==> config.mk <==
export PLATFORM = sky130hd
export DESIGN_NAME = signed_widen_acc
export DESIGN_NICKNAME = d
export VERILOG_FILES = /design/src/rtl/signed_widen_acc_pkg.sv /design/src/rtl/signed_widen_add.sv /design/src/rtl/signed_widen_acc.sv
export SDC_FILE = /design/constraint.sdc
export NUM_CORES = 1
export LEC_CHECK = 0
export CAP_MARGIN = 20
export CORE_ASPECT_RATIO = 1.75
export CORE_MARGIN = 4
export CORE_UTILIZATION = 32
export CTS_BUF_LIST = sky130_fd_sc_hd__clkbuf_8 sky130_fd_sc_hd__clkbuf_16
export CTS_CLUSTER_SIZE = 25
export DETAILED_ROUTE_END_ITERATION = 8
export GPL_ROUTABILITY_DRIVEN = 0
export PLACE_DENSITY = 0.49
export SETUP_SLACK_MARGIN = 0.4
export SYNTH_ARGS = -nofsm -noshare
export SYNTH_HDL_FRONTEND = slang
export SYNTH_SLANG_ARGS = --single-unit
==> constraint.sdc <==
create_clock -name clk -period 4.2 [get_ports clk]
set_input_delay 1.26 -clock clk [delete_from_list [all_inputs] [get_ports clk]]
set_output_delay 1.26 -clock clk [all_outputs]
set_load 0.02 [all_outputs]
==> src/rtl/signed_widen_acc_pkg.sv <==
// Shared widths, limits and output-state encoding for the signed widening accumulator.
// Also provides the sign-extension helper used by the adder datapath.
package signed_widen_acc_pkg;

    localparam int IN_W  = 8;
    localparam int OUT_W = 16;
    localparam int MAX_N = 256;
    localparam int CNT_W = 9;

    typedef enum logic {
        EMPTY = 1'b0,
        PEND  = 1'b1
    } out_state_t;

    function automatic logic [OUT_W-1:0] sext(input logic [IN_W-1:0] v);
        return {{(OUT_W-IN_W){v[IN_W-1]}}, v};
    endfunction

endpackage

==> src/rtl/signed_widen_add.sv <==
// Sign-extends an 8-bit sample to the accumulator width and adds it to the running sum.
module signed_widen_add
    import signed_widen_acc_pkg::*;
(
    input  logic [OUT_W-1:0] acc,
    input  logic [IN_W-1:0]  smp,
    output logic [OUT_W-1:0] sum
);

    assign sum = acc + sext(smp);

endmodule

==> src/rtl/signed_widen_acc.sv <==
// Sums groups of N signed 8-bit samples into a 16-bit result with a one-deep output register.
// Optional early group close via the flush port when SIGNED_WIDEN_ACC_FLUSH_EN is defined.
//
// state | meaning
// EMPTY | no result waiting, out_valid=0
// PEND  | result register holds an unconsumed group sum, out_valid=1
module signed_widen_acc
    import signed_widen_acc_pkg::*;
#(
    parameter int N = 4
) (
    input  logic             clk,
    input  logic             rst_n,
    input  logic [IN_W-1:0]  in,
    input  logic             in_valid,
    output logic             in_ready,
`ifdef SIGNED_WIDEN_ACC_FLUSH_EN
    input  logic             flush,
`endif
    output logic [OUT_W-1:0] result,
    output logic             out_valid,
    input  logic             out_ready,
    output logic [CNT_W-1:0] count
);

    if (N < 2 || N > MAX_N) begin : g_n_check
        $error("signed_widen_acc: N must lie in 2..%0d", MAX_N);
    end

    localparam logic [CNT_W-1:0] LAST_CNT = CNT_W'(N - 1);

    out_state_t       state, state_nxt;
    logic [OUT_W-1:0] acc, acc_nxt, sum, result_nxt;
    logic [CNT_W-1:0] count_nxt;
    logic             accept, last, blocked, close;

    signed_widen_add u_add (
        .acc (acc),
        .smp (in),
        .sum (sum)
    );

    assign out_valid = (state == PEND);
    assign last      = (count == LAST_CNT);
    assign blocked   = out_valid & ~out_ready;
    assign accept    = in_valid & in_ready;

`ifdef SIGNED_WIDEN_ACC_FLUSH_EN
    // A flush with nothing buffered is a no-op; a blocked output also suppresses it so
    // a pending result is never overwritten.
    assign in_ready = ~(blocked & (last | (flush & (count != '0))));
    assign close    = (accept & last)
                    | (flush & in_ready & ~blocked & ((count != '0) | accept));
`else
    assign in_ready = ~(blocked & last);
    assign close    = accept & last;
`endif

    always_comb begin
        state_nxt  = state;
        acc_nxt    = acc;
        count_nxt  = count;
        result_nxt = result;
        if (close) begin
            result_nxt = accept ? sum : acc;
            acc_nxt    = '0;
            count_nxt  = '0;
        end else if (accept) begin
            acc_nxt    = sum;
            count_nxt  = count + CNT_W'(1);
        end
        unique case (state)
            EMPTY: if (close) state_nxt = PEND;
            PEND:  if (!close && out_ready) state_nxt = EMPTY;
            default: state_nxt = EMPTY;
        endcase
    end

    always_ff @(posedge clk or negedge rst_n) begin
        if (!rst_n) begin
            state  <= EMPTY;
            acc    <= '0;
            count  <= '0;
            result <= '0;
        end else begin
            state  <= state_nxt;
            acc    <= acc_nxt;
            count  <= count_nxt;
            result <= result_nxt;
        end
    end

endmodule

==> impl_metrics.json <==
{
  "synth_edf_count": 0,
  "synth-seq-cells": 42,
  "cts_sinks": 42,
  "finClkSkew_ps": 3.46,
  "tns_ps": 0,
  "fmax_mhz": 270,
  "required_ps": 2940,
  "grt_overflow": 0,
  "layout_common_cells": "dfrtp_1 (42), clkdlybuf4s50_1 (35), nand2_1 (24)",
  "cts.path.max_buffers": 2,
  "dpl.hpwl_mm": 4.18,
  "synth_top_family_by_area": "compound AO/OA/AOI/OAI gates",
  "cp_cell_sequence": "clkdlybuf4s50_1 -> nand2b_1 -> or2_2 -> dlygate4sd2_1",
  "nets": 294,
  "setup_viol_count_final": 0,
  "synth_compound_area_share_pct": 20.8,
  "synthToLayoutAreaGrowth_pct": 28.2,
  "worst_path_max_delay_cell": "clkdlybuf4s50_1",
  "initial_utilization_pct": 33.0,
  "yosys_warnings": 0,
  "insertion_delay_ps": 280,
  "die_x_um": 73.3,
  "drtIter0Drc": 69,
  "ir_drop_uv": 299,
  "synthCells": 222,
  "finalCriticalPeriod_ps": 3700,
  "die_area_mm2": 0.00896,
  "cpPeakStageDelay_ps": 380,
  "port_buffers": 38,
  "worstSetupStartpoint": "out_ready",
  "wire_per_inst_um": 16.3,
  "start_kind": "input port",
  "core_area_mm2": 0.00723,
  "avgSynthCellArea_um2": 10.7,
  "grt_pass1_vias": 1858,
  "first_pass_iters": 6,
  "final_max_slew_viol_count": 0,
  "synthFlopType": "dfrtp_1",
  "grt_util_all_layers_pct": 13.8,
  "fillCellCount": 725,
  "num_antenna_cells": 0,
  "postCtsSetupBuffers": 0,
  "drc_errors": 0,
  "synth_xor_area_share_pct": 7.18,
  "critPathMaxFanout": 3,
  "die_y_um": 122,
  "num_io_pins": 39,
  "ant_nets": 0,
  "grt_max_degree": 43,
  "antenna_found_initial": 0,
  "rsz0062_at_grt": "no",
  "synth_adder_area_share_pct": 9.23,
  "num_rows": 41,
  "muxShareOfSynthArea_pct": 5.66,
  "synth_nets": 251,
  "worstHoldStart": "result[6]$_DFFE_PN0P_",
  "crit_arrival_ps": 2440,
  "seq_area_frac_synth_pct": 44.0,
  "final_common_cell": "dfrtp_1",
  "p_per_area_mw_per_mm2": 800,
  "cts-root-buf": "clkbuf_16",
  "timing.final.crit_share_pct": 88.1,
  "drt-total-wl_mm": 5.75,
  "synth_simple_gate_area_share_pct": 12.0,
  "maxSlewHeadroom_pct": 48.5,
  "cts_buffers": 5,
  "fin_total_pwr_w": 0.00245,
  "end_kind": "output pin",
  "syn-cell-area_mm2": 0.00239,
  "grt_pass1_wl_mm": 9.24,
  "tritoncts": "built",
  "vias_per_cell": 5.24,
  "status": "complete, no violations",
  "yosysUniqueCellTypes": 47,
  "cap_violations": 0,
  "postCtsHoldBufs": 0,
  "synthArstFlopShare_pct": 100,
  "leakagePower_nw": 1.38,
  "hold_class": "register to register",
  "worstSetupPathType": "input port to output pin",
  "clkTransAtPathRegs_ps": 60,
  "htree_levels": 2,
  "vias": 1844,
  "worst_slew_pin_slew_ps": 770,
  "r2r_start": "acc[0]$_DFF_PN0_",
  "drive_gt1_share_pct": 11.3,
  "hold_viol_final": 0
}
[metrics by stage]
stage | utilization, % | hold slack, ps | setup slack (ps) | area (um^2) | instances
3_3_place_gp | 39.6 | 474 | 279 | 2860 | 343
5_1_grt | 42.3 | 510 | 459 | 3060 | 352
3_5_place_dp | 39.6 | 472 | 239 | 2860 | 343
4_1_cts | 41.9 | 487 | 496 | 3030 | 351
2_1_floorplan | - | 453 | 930 | 2390 | 222
6_report | 42.3 | 478 | 499 | 3060 | 352
[cell usage after synthesis (all sizes together) (4+ instances only)]
master	instances	share of area (%)
a21o	6	1.9
a21oi	15	3.1
a22o	12	4.4
dfrtp	42	44
ha	16	8.4
mux2	12	5.7
nand2	24	3.8
nand2b	4	1.0
nand4	5	1.3
nor2	11	1.7
o21ai	11	2.3
o31ai	4	1.3
xnor2	11	4.0
xor2	6	2.2
[cell type report]
cell class | instances | area [um^2] | share of cell area (%)
inverters | 2 | 7.51 | 0.245
clock buffers | 5 | 125 | 4.09
flip-flops and latches | 42 | 1050 | 34.4
clock inverters | 3 | 41.3 | 1.35
repair buffers | 41 | 412 | 13.5
multi-input cells | 173 | 1310 | 43.0
well taps | 86 | 108 | 3.52
[what timing repair did]
action | in CTS | in global routing
endpoints found under the setup margin | 1 | 4
gates resized for setup | 1 | 2
cloned | 0 | 0
[kinds of logic (layout without fill, tap and decap cells)]
group | count (synthesis) | in the layout
buf+inv | 7 | 51
flops | 42 | 42
compound gates | 67 | 67
simple gates | 59 | 59
xor+xnor | 18 | 18
mux | 12 | 12
fa+ha+maj | 17 | 17
[worst max-delay path: cells and delay by family]
family	cells	cell delay, ps
buffers and inverters	2	710
AND/OR/NAND/NOR	2	470
[registers in the layout (all words and copies together), names as in the netlist]
| name | count |
|---|---|
| acc | 16 |
| count | 9 |
| out_valid | 1 |
| result | 16 |
[power by group]
group          total [W]  internal, W  leakage, nW  switching (W)
combinational    0.00131     0.000630        0.769       0.000678
sequential      0.000705     0.000582        0.526       0.000123
clock           0.000433     0.000278       0.0812       0.000155
total            0.00245      0.00149         1.38       0.000955
[path summary, 6_finish.rpt]
path	endpoint	slack (ps)	cells after the start
max reg2reg	result[8]$_DFFE_PN0P_	1640	9
min reg2reg	result[6]$_DFFE_PN0P_	480	2
min in group asynchronous	count[4]$_DFFE_PN0P_	830	1
min	result[6]$_DFFE_PN0P_	480	2
max	in_ready	500	4
max in group asynchronous	result[7]$_DFFE_PN0P_	2900	2
[per-layer routing]
metal / up-vias / routed length (um) / global-route usage (%)
li1: 914 / - / -
met1: 879 / 2290 / 15.5
met2: 46 / 3140 / 25.0
met3: 5 / 224 / 2.54
met4: 0 / 95 / 5.20
met5: - / 0 / 0
(Power assumes the default switching activity.)
